==> src/rtl/mem_access.sv <==
// MEM pipeline stage: forwards ALU results to mem_wb and runs one blocking load/store per memory op.
// Optional macro MEM_FWD_EN enables the MEM-to-ID forwarding outputs; when undefined they are tied to 0.
module mem_access (
    input  logic        clk_in,
    input  logic        rst_in,
    input  logic        valid_in,
    input  logic [5:0]  cmdtype_in,
    input  logic [4:0]  rsd_addr_in,
    input  logic [31:0] rsd_data_in,
    input  logic        write_rsd_in,
    input  logic [31:0] mem_addr_in,
    input  logic [31:0] store_data_in,
    output logic        mem_req_o,
    output logic        mem_we_o,
    output logic [31:0] mem_addr_o,
    output logic [31:0] mem_wdata_o,
    output logic [1:0]  mem_len_o,
    input  logic        mem_done_i,
    input  logic [31:0] mem_rdata_i,
    output logic        stall_o,
    output logic [4:0]  rsd_addr_o,
    output logic [31:0] rsd_data_o,
    output logic        write_rsd_o,
    output logic        fwd_en_o,
    output logic [4:0]  fwd_addr_o,
    output logic [31:0] fwd_data_o
);

    localparam logic [0:0] IDLE = 1'b0;
    localparam logic [0:0] BUSY = 1'b1;

    // Cmd encoding of the memory operations; every other code is an ALU-type result.
    localparam logic [5:0] CMD_LB  = 6'h10;
    localparam logic [5:0] CMD_LH  = 6'h11;
    localparam logic [5:0] CMD_LW  = 6'h12;
    localparam logic [5:0] CMD_LBU = 6'h13;
    localparam logic [5:0] CMD_LHU = 6'h14;
    localparam logic [5:0] CMD_SB  = 6'h18;
    localparam logic [5:0] CMD_SH  = 6'h19;
    localparam logic [5:0] CMD_SW  = 6'h1A;

    logic [0:0]  state_q,     state_d;
    logic        memReq_q,    memReq_d;
    logic        memWe_q,     memWe_d;
    logic [31:0] memAddr_q,   memAddr_d;
    logic [31:0] memWdata_q,  memWdata_d;
    logic [1:0]  memLen_q,    memLen_d;
    logic [5:0]  pendCmd_q,   pendCmd_d;
    logic [4:0]  pendRd_q,    pendRd_d;
    logic        pendLoad_q,  pendLoad_d;
    logic [4:0]  rsdAddr_q,   rsdAddr_d;
    logic [31:0] rsdData_q,   rsdData_d;
    logic        writeRsd_q,  writeRsd_d;

    logic isLoad;
    logic isStore;
    logic stall;

    assign isLoad  = (cmdtype_in == CMD_LB) || (cmdtype_in == CMD_LH) || (cmdtype_in == CMD_LW) ||
                     (cmdtype_in == CMD_LBU) || (cmdtype_in == CMD_LHU);
    assign isStore = (cmdtype_in == CMD_SB) || (cmdtype_in == CMD_SH) || (cmdtype_in == CMD_SW);

    function automatic logic [31:0] extendLoad(input logic [5:0] cmd, input logic [31:0] raw);
        logic [31:0] res;
        res = raw;
        case (cmd)
            CMD_LB:  res = {{24{raw[7]}}, raw[7:0]};
            CMD_LBU: res = {24'd0, raw[7:0]};
            CMD_LH:  res = {{16{raw[15]}}, raw[15:0]};
            CMD_LHU: res = {16'd0, raw[15:0]};
            default: res = raw;
        endcase
        return res;
    endfunction

    always_comb begin
        state_d    = state_q;
        memReq_d   = memReq_q;
        memWe_d    = memWe_q;
        memAddr_d  = memAddr_q;
        memWdata_d = memWdata_q;
        memLen_d   = memLen_q;
        pendCmd_d  = pendCmd_q;
        pendRd_d   = pendRd_q;
        pendLoad_d = pendLoad_q;
        rsdAddr_d  = rsdAddr_q;
        rsdData_d  = rsdData_q;
        writeRsd_d = writeRsd_q;
        stall      = 1'b0;
        case (state_q)
            IDLE: begin
                if (valid_in && (isLoad || isStore)) begin
                    stall      = 1'b1;
                    state_d    = BUSY;
                    memReq_d   = 1'b1;
                    memWe_d    = isStore;
                    memAddr_d  = mem_addr_in;
                    memWdata_d = 32'd0;
                    memLen_d   = 2'b10;
                    case (cmdtype_in)
                        CMD_LB, CMD_LBU: memLen_d = 2'b00;
                        CMD_LH, CMD_LHU: memLen_d = 2'b01;
                        CMD_SB: begin memLen_d = 2'b00; memWdata_d = {24'd0, store_data_in[7:0]}; end
                        CMD_SH: begin memLen_d = 2'b01; memWdata_d = {16'd0, store_data_in[15:0]}; end
                        CMD_SW: memWdata_d = store_data_in;
                        default: memLen_d = 2'b10;
                    endcase
                    pendCmd_d  = cmdtype_in;
                    pendRd_d   = rsd_addr_in;
                    pendLoad_d = isLoad;
                    writeRsd_d = 1'b0;
                end else if (valid_in) begin
                    rsdAddr_d  = rsd_addr_in;
                    rsdData_d  = rsd_data_in;
                    writeRsd_d = write_rsd_in && (rsd_addr_in != 5'd0);
                end else begin
                    writeRsd_d = 1'b0;
                end
            end
            BUSY: begin
                // mem_wb sees bubbles until the access completes; completion is the write-back.
                stall      = !mem_done_i;
                writeRsd_d = 1'b0;
                if (mem_done_i) begin
                    state_d    = IDLE;
                    memReq_d   = 1'b0;
                    rsdAddr_d  = pendRd_q;
                    rsdData_d  = pendLoad_q ? extendLoad(pendCmd_q, mem_rdata_i) : 32'd0;
                    writeRsd_d = pendLoad_q && (pendRd_q != 5'd0);
                end
            end
            default: state_d = IDLE;
        endcase
    end

    always_ff @(posedge clk_in) begin
        if (!rst_in) begin
            state_q    <= IDLE;
            memReq_q   <= 1'b0;
            memWe_q    <= 1'b0;
            memAddr_q  <= 32'd0;
            memWdata_q <= 32'd0;
            memLen_q   <= 2'b00;
            pendCmd_q  <= 6'd0;
            pendRd_q   <= 5'd0;
            pendLoad_q <= 1'b0;
            rsdAddr_q  <= 5'd0;
            rsdData_q  <= 32'd0;
            writeRsd_q <= 1'b0;
        end else begin
            state_q    <= state_d;
            memReq_q   <= memReq_d;
            memWe_q    <= memWe_d;
            memAddr_q  <= memAddr_d;
            memWdata_q <= memWdata_d;
            memLen_q   <= memLen_d;
            pendCmd_q  <= pendCmd_d;
            pendRd_q   <= pendRd_d;
            pendLoad_q <= pendLoad_d;
            rsdAddr_q  <= rsdAddr_d;
            rsdData_q  <= rsdData_d;
            writeRsd_q <= writeRsd_d;
        end
    end

    assign mem_req_o   = memReq_q;
    assign mem_we_o    = memWe_q;
    assign mem_addr_o  = memAddr_q;
    assign mem_wdata_o = memWdata_q;
    assign mem_len_o   = memLen_q;
    assign stall_o     = stall;
    assign rsd_addr_o  = rsdAddr_q;
    assign rsd_data_o  = rsdData_q;
    assign write_rsd_o = writeRsd_q;

`ifdef MEM_FWD_EN
    assign fwd_en_o   = writeRsd_q && (rsdAddr_q != 5'd0);
    assign fwd_addr_o = rsdAddr_q;
    assign fwd_data_o = rsdData_q;
`else
    assign fwd_en_o   = 1'b0;
    assign fwd_addr_o = 5'd0;
    assign fwd_data_o = 32'd0;
`endif

endmodule

==> config.mk <==
export PLATFORM = sky130hd
export DESIGN_NAME = mem_access
export DESIGN_NICKNAME = d
export VERILOG_FILES = /design/src/rtl/mem_access.sv
export SDC_FILE = /design/constraint.sdc
export NUM_CORES = 1
export LEC_CHECK = 0
export ABC_AREA = 1
export CORE_ASPECT_RATIO = 0.8
export CORE_MARGIN = 4
export CORE_UTILIZATION = 40
export CTS_CLUSTER_DIAMETER = 60
export CTS_CLUSTER_SIZE = 20
export DETAILED_ROUTE_END_ITERATION = 8
export GPL_ROUTABILITY_DRIVEN = 0
export PLACE_DENSITY = 0.85
export SLEW_MARGIN = 20
export SYNTH_ARGS = -nofsm -noshare
export SYNTH_HDL_FRONTEND = slang
export SYNTH_SLANG_ARGS = --single-unit
export TNS_END_PERCENT = 100
==> constraint.sdc <==
create_clock -name clk_in -period 1.8 [get_ports clk_in]
set_clock_uncertainty 0.2 [all_clocks]
set_input_delay 0.18 -clock clk_in [delete_from_list [all_inputs] [get_ports clk_in]]
set_output_delay 0.18 -clock clk_in [all_outputs]
set_load 0.005 [all_outputs]
* Word-level counts from Yosys, hierarchy flattened
Cells that the tools add are included.
** Cells by class
- Equal/unequal tests :: 16
- Multiplexer cells :: 23
- Bitwise operators :: 1
- Reduce and logical (&&, ||, !) cells :: 18
** Operators by type and width (number)
- $mux 32 :: 4
- $pmux 32 s4 :: 1
- $pmux 32 s3 :: 1
- $eq 6x5->1 const B :: 12
- $pmux 32 s2 :: 1
- $mux 5 :: 3
- $pmux 5 s2 :: 1
- $reduce_bool 5->1 :: 2
- $ne 2x2->1 const B :: 4
- $pmux 1 s2 :: 4
- $logic_or 1x1->1 :: 7
- $mux 1 :: 7
- $reduce_or 3->1 :: 2
- $pmux 2 s2 :: 1
- $reduce_and 2->1 :: 2
- $logic_and 1x1->1 :: 3
- $reduce_and 3->1 :: 1
- $logic_not 1->1 :: 1
- $not 1->1 :: 1
** Word-level totals
- Register bits :: 119
- Bits of input ports :: 144
- Output and inout port bits :: 145
- Logic and storage cells :: 70

* Depth between registers and ports, before layout
Gate-level depths: netlist of run 1.
- Word-level depth :: 9
- Gate-level depth with buffers :: 10

* Worst setup path after synthesis of run 1
Ideal clock, no wire load.
- Kind :: register -> register
- Start :: register state_q
- End :: register rsdData_q[21] (netlist: rsd_data_o[21])
- Setup time :: 0.111 ns
- Arrival time :: 1.322 ns
- Setup slack :: 0.167 ns
- Cell stages (with the launch flop) :: 9
- Buffers on the path :: 2
- Period minus slack after synthesis :: 1.633 ns
- Path through :: dfxtp_1 -> buf_2 -> nand2_1 -> clkinv_1 -> nand2_2 -> buf_6 -> nor2_1 -> nor2_1 -> nor2_1
** On the way
- Word-level cells in the longest chain between the ends :: 3
- Elaborated cells on any way between the ends :: 6
** RTL lines
- start, declared :: RTL line 42 : logic [0:0] state_q, state_d;
- start signal, assigned :: RTL line 151 : state_q <= state_d;
- $not 1->1 (no line)
- $ne 2x2->1 (no line)
- $reduce_and 3->1 (no line)
- end signal, assigned :: RTL line 161 : rsdData_q <= rsdData_d;
- end, declared :: RTL line 52 : logic [31:0] rsdData_q, rsdData_d;
Several ways; a longest one is shown, not always the timed one.
A chain may end at the register's enable or synchronous reset.

* Worst setup path after layout of run 1
- Start :: register memLen_q[0] (netlist: mem_len_o[0])
- End :: output port mem_len_o[0]
** RTL lines
- start, declared :: RTL line 47 : logic [1:0] memLen_q, memLen_d;
- start signal, assigned :: RTL line 156 : memLen_q <= memLen_d;
- end, declared :: RTL line 17 : output logic [1:0] mem_len_o,
No word-level cell between the ends.

==> summary.md, run 1 <==
| Metric | Value |
|---|---|
| Number of synthesized flops with an enable pin | `0` |
| DIE AREA | `16100 um^2` |
| 1st-pass router iterations | `6` |
| Setup CP Type | `reg -> out` |
| Gr usage total | `21.8%` |
| Final setup TNS | `0 ns` |
| Status | `finished clean` |
| Max-cap violations | `0` |
| Area contributors post-synth | `dfxtp_1, nor2_1, nand2_1, o21ai_0, buf_4` |
| DP HPWL | `13500 um` |
| ANT cells | `0` |
| Worst path top cell family by delay | `buffers and inverters` |
| RSZ-0062 raised after global routing | `no` |
| Most frequent cell after synthesis | `nor2_1` |
| Cell taking the most area after synthesis | `dfxtp_1` |
| Die Height | `114 um` |
| Root Driver | `clkbuf_16` |
| Worst vdd ir | `0.000582 V` |
| Core footprint | `13700 um^2` |
| Startpoint type of the worst setup path | `flip-flop` |
| Htree depth | `4` |
| Postcts setup bufs | `0` |
| CP cell instances | `clkdlybuf4s50_1` |
| Port Buffers | `250` |
| Crit path time final | `1.68 ns` |
| Drt total wl | `18700 um` |
| Seq cells post-synth | `119` |
| Syn Std Cell Area | `5640 um^2` |
| Slowest-stage cell, CP | `clkdlybuf4s50_1` |
| Pin count of the biggest net entering global routing | `56` |
| P&R area growth vs syn | `60.2%` |
| Final setup fails | `0` |
| Critical Path Fanout Max | `2` |
| CTS max path bufs | `2` |
| Number of routed nets with antenna violations | `0` |
| First-pass GRT wire length | `28500 um` |
| Net count, final | `1235` |
| Final slew viol count | `0` |
| Die X | `141 um` |
| CTS tree | `built` |
| PnR worst setup slack | `0.118 ns` |
| Data required, critical path | `1.42 ns` |
| Logic pwr share | `17.1%` |
| DR iter-0 viols | `363` |
| Vias in the first global route | `5661` |
| FFs w/ async S/R, synth | `0%` |
| Clock power frac | `45.1%` |
| Hold_ws | `0.0713 ns` |
| Worst min path class | `in -> reg` |
| P_leak | `3.91 nW` |
| Pwr/cell area | `834 nW/um^2` |
| Total CTS buffers | `17` |
| Initial core utilization | `41.2%` |
| DRC Markers | `0` |
| Yosys top cell area share | `42.2%` |
| Share of cells above drive strength 1 | `8.51%` |
| Vias | `6051` |
| Gate Count Post-Synth | `829` |
| YS warnings | `0` |
| Top achievable clock speed | `594 MHz` |
| Netlist cell types | `28` |
| # rows | `38` |
| Seq/Total Area, Yosys | `42.2%` |
| Crit path arrival time | `1.30 ns` |
| Crit share post-route | `93.5%` |
| Final Instance Area | `9040 um^2` |
| IO Pins | `289` |
| Placed instance area | `8360 um^2` |
| Clock sinks | `119` |
| Sequential share of power | `37.8%` |
| CP peak stage delay | `0.55 ns` |
| WL/cell | `14.5 um` |
| GR Overflow Total | `0` |
| Clk_lat worst skew | `0.40 ns` |
| Fin. Hold Viols | `0` |
| Sw power | `1.83 mW` |
| Final Power | `7.53 mW` |
| Syn Area/Cell | `6.80 um^2` |
| Antenna violations before repair | `0` |
| Routed vias/inst | `4.71` |
| Pre-CTS setup slack | `-0.381 ns` |
| Crit path buf inv count | `1` |
| CP endpoint kind | `output port` |
| Synth top cells by count | `nor2_1, nand2_1, dfxtp_1` |
| Main synth FF type | `dfxtp_1` |
| Hold buffers post-CTS | `0` |
| Sw Share | `24.3%` |
| Internal | `5.70 mW` |
| Clock transition at the registers of the reported paths | `0.06 ns` |
state kept, by name, summed over array words and instances, names as in the netlist:
register / cells
state_q: 1
mem_len_o: 2
pendCmd_q: 6
mem_wdata_o: 32
rsd_data_o: 32
pendRd_q: 5
mem_we_o: 1
pendLoad_q: 1
write_rsd_o: 1
mem_addr_o: 32
mem_req_o: 1
rsd_addr_o: 5
through the flow:
step | utilization [%] | std cells
floorplan | - | 866
global placement | 61.1 | 1250
detailed placement | 61.1 | 1250
CTS | 65.4 | 1282
global route | 66.0 | 1284
finish | 66.0 | 1284
kinds of logic (layout without fill, tap and decap cells):
kind of cell	after synthesis	count (layout)	synth area share, %
DFF	119	119	42.2
xor gates and xnor gates	1	1	0.155
buffers and inverters	135	373	12.6
and+or+nand+nor	466	466	34.6
AOI/OAI and AO/OA	107	107	10.3
other	1	38	0.0665
power groups by stage:
stage | logic [mW] | clock network, mW | registers, mW
after floorplan | 0.554 | 0 | 2.91
after global placement | 1.25 | 0 | 2.89
after detailed placement | 1.27 | 0 | 2.90
after CTS | 1.27 | 3.45 | 2.85
after global routing | 1.41 | 3.57 | 2.86
final | 1.29 | 3.40 | 2.85
cell usage in the layout (no fill, tap or decap), types with 3 or more instances in the layout:
cell and n:
buf_4 32, clkinv_2 5, clkdlybuf4s50_1 243, conb_1 38, o21ai_0 67, inv_1 43
nor2_1 258, dfxtp_1 118, clkinvlp_4 3, bufinv_16 3, inv_2 3, nand3b_1 37
dlygate4sd2_1 4, nand3_1 19, clkbuf_16 19, nor2_2 3, buf_12 7, nand2_1 136
a22o_1 8, a21oi_1 28
path summary, 6_finish.rpt:
kind	depth (start not counted)	startpoint	end	slack, ns
setup / recovery	1	mem_len_o[0]	mem_len_o[0]	0.12
hold / removal	3	rst_in	mem_addr_o[13]	0.07
setup reg to reg	9	pendCmd_q[2]	rsd_data_o[31]	0.16
hold reg to reg	2	pendRd_q[4]	pendRd_q[4]	0.26
routing by layer:
layer	part of all wire [%]	GRT usage [%]	wire length [um]
met4	2.0	6.71	370
met3	5.4	5.34	1020
met1	43	27.2	8020
met5	0	0	0
met2	50	37.3	9240
timing repair:
item / 4_1_cts / 5_1_grt
pin swaps: 2 / 2
setup endpoints to repair: 1 / 92
cloned: 0 / 2
gates resized for setup: 9 / 14
final cells by class:
class / instances / area (um^2)
clock buffers: 19 / 433
fillers: 1199 / 4660
multi-input cells: 612 / 2720
well taps: 180 / 225
inverters: 49 / 186
flip-flops and latches: 119 / 2380
repair buffers: 292 / 2940
clock inverters: 13 / 155
No activity file was read; power rests on OpenSTA's default activity.
==> inputs of run 2 (changes only) <==
--- a/config.mk
+++ b/config.mk
@@ -8,12 +8,12 @@
 export ABC_AREA = 1
 export CORE_ASPECT_RATIO = 0.8
 export CORE_MARGIN = 4
-export CORE_UTILIZATION = 40
+export CORE_UTILIZATION = 30
 export CTS_CLUSTER_DIAMETER = 60
 export CTS_CLUSTER_SIZE = 20
 export DETAILED_ROUTE_END_ITERATION = 8
 export GPL_ROUTABILITY_DRIVEN = 0
-export PLACE_DENSITY = 0.85
+export PLACE_DENSITY = 0.67
 export SLEW_MARGIN = 20
 export SYNTH_ARGS = -nofsm -noshare
 export SYNTH_HDL_FRONTEND = slang
==> run 2 against run 1 <==
Critical path type is now in -> out. Clock-buffer cell count fell by 1. Final cell count increased by 6.1%. Cell area grew 0.96%. Worst hold slack better by 0.011 ns. Largest power group unchanged. Critical path depth increased by 7. Setup slack got worse by 0.085 ns. Global-route usage shrank 4.8 points. Combinational power barely moved. Non-clock buffer count grew 2. Critical endpoint is now stall_o. Clock power rose by 2%.
==> summary.md, run 2 (same netlist as run 1, synthesis figures left out) <==
| Metric | Value |
|---|---|
| Startpoint type of the worst setup path | `input pin (was flip-flop)` |
| Max-cap violations | `0 (unchanged)` |
| PnR worst setup slack | `0.0325 ns (was 0.118 ns)` |
| Net count, final | `1239 (was 1235)` |
| First-pass GRT wire length | `28500 um (about the same)` |
| Clk_lat worst skew | `0.40 ns (about the same)` |
| # rows | `44 (was 38)` |
| Commonest non-fill, non-tap cells in the layout | `nor2_1, clkdlybuf4s50_1, nand2_1 (unchanged)` |
| Hold_ws | `0.0820 ns (was 0.0713 ns)` |
| Critical Path Fanout Max | `5 (was 2)` |
| DR iter-0 viols | `381 (was 363)` |
| IO Pins | `289 (unchanged)` |
| Initial core utilization | `30.9% (was 41.2%)` |
| Data required, critical path | `1.42 ns (about the same)` |
| Drt total wl | `18900 um (was 18700 um)` |
| Clock sinks | `119 (unchanged)` |
| Final Instance Area | `9120 um^2 (was 9040 um^2)` |
| Slew @ Worst Pin | `0.748 ns` |
| Number of routed nets with antenna violations | `0 (unchanged)` |
| Final Power | `7.57 mW (was 7.53 mW)` |
| Routed vias/inst | `4.33 (was 4.71)` |
| Htree depth | `4 (unchanged)` |
| 1st-pass router iterations | `5 (was 6)` |
| Placed insts | `1323 (was 1250)` |
| Clock transition at the registers of the reported paths | `0.05 ns (was 0.06 ns)` |
| Crit share post-route | `98.2% (was 93.5%)` |
| WL/cell | `13.9 um (was 14.5 um)` |
| Pin count of the biggest net entering global routing | `39 (was 56)` |
| DP HPWL | `13700 um (was 13500 um)` |
| RSZ-0062 raised after global routing | `yes (was no)` |
| Fin. Hold Viols | `0 (unchanged)` |
| Vias | `5896 (was 6051)` |
| Slowest-stage cell, CP | `clkdlybuf4s50_1 (unchanged)` |
| Port Buffers | `250 (unchanged)` |
| Die Height | `131 um (was 114 um)` |
| Pwr/cell area | `830 nW/um^2 (was 834 nW/um^2)` |
| Worst vdd ir | `0.000483 V (was 0.000582 V)` |
| CP endpoint kind | `output port (unchanged)` |
| Rel. slew slack | `50.1%` |
| P_leak | `3.92 nW (was 3.91 nW)` |
| R2R cell count | `7 (was 9)` |
| Core footprint | `18300 um^2 (was 13700 um^2)` |
| Final setup fails | `0 (unchanged)` |
| Status | `finished clean (unchanged)` |
| Total CTS buffers | `17 (unchanged)` |
| Setup CP Type | `in -> out (was reg -> out)` |
| CTS tree | `built (unchanged)` |
| DRC Markers | `0 (unchanged)` |
| Share of cells above drive strength 1 | `9.21% (was 8.51%)` |
| Root Driver | `clkbuf_16 (unchanged)` |
| Crit path arrival time | `1.39 ns (was 1.30 ns)` |
| P&R area growth vs syn | `61.8% (was 60.2%)` |
| CP cell instances | `clkdlybuf4s50_1 > inv_2 > buf_4 > o211ai_2 > nand2_1 > nand2_2 > nand2_2 > buf_2 (was clkdlybuf4s50_1)` |
| Fin util | `49.9% (was 66.0%)` |
| Worst min path class | `in -> reg (unchanged)` |
| CP peak stage delay | `0.47 ns (was 0.55 ns)` |
| Placed instance area | `8420 um^2 (was 8360 um^2)` |
| Vias in the first global route | `5385 (was 5661)` |
| Crit path time final | `1.77 ns (was 1.68 ns)` |
| Most frequent CP cell | `nand2_2` |
| Die X | `161 um (was 141 um)` |
| GR Overflow Total | `0 (unchanged)` |
| DIE AREA | `21100 um^2 (was 16100 um^2)` |
| Final setup TNS | `0 ns (unchanged)` |
| CTS max path bufs | `2 (unchanged)` |
| Top achievable clock speed | `566 MHz (was 594 MHz)` |
| Layout Cells excl Fill | `1362 (was 1284)` |
| Pre-CTS setup slack | `-0.431 ns (was -0.381 ns)` |
| Hold path cells | `4 (was 3)` |
| Antenna violations before repair | `0 (unchanged)` |
| Most common cell after layout, fill and taps aside | `nor2_1 (unchanged)` |
| Final slew viol count | `0 (unchanged)` |
| Gr usage total | `16.9% (was 21.8%)` |
-- run 2: cell type report --
type | count | area, um^2
diodes | 1 | 2.50
clock buffers | 18 | 429
clock inverters | 14 | 174
fillers | 1888 | 9160
inverters | 49 | 191
multi-input cells | 613 | 2740
flip-flops and latches | 119 | 2380
well taps | 253 | 317
repair buffers | 294 | 2880
repair inverters | 1 | 7.51
-- run 2: path summary, 6_finish.rpt --
path / from / to / slack (ns)
worst max-delay path: cmdtype_in[3] / stall_o / 0.03
worst min-delay path: cmdtype_in[0] / pendCmd_q[0] / 0.08
worst max register to register: state_q / rsd_data_o[0] / 0.12
worst min register to register: mem_len_o[1] / mem_len_o[1] / 0.27
-- run 2: repair_timing --
item,CTS,global route
cloned,0,2
setup buffers,3,1
hold buffers,0,0
pin swaps,3,3
gates resized for setup,8,18
endpoints found under the setup margin,7,77
-- run 2: power by group --
part	switching [mW]	internal, mW	leakage (nW)	total, mW
logic	0.526	0.738	2.65	1.26
clock network	1.27	2.19	0.295	3.46
registers	0.0675	2.78	0.972	2.85
total	1.87	5.70	3.92	7.57
-- run 2: critical path, delay by kind of cell --
family	cells	cell delay (ns)
buf+inv	4	0.81
compound gates	1	0.09
simple gates	3	0.31
-- run 2: per-layer routing --
layer	vias up	global-route usage, %	part of all wire [%]
met2	150	27.4	47
met5	-	0	0
li1	3055	-	-
met3	23	4.26	5.0
met1	2668	22.3	46
met4	0	5.67	1.8
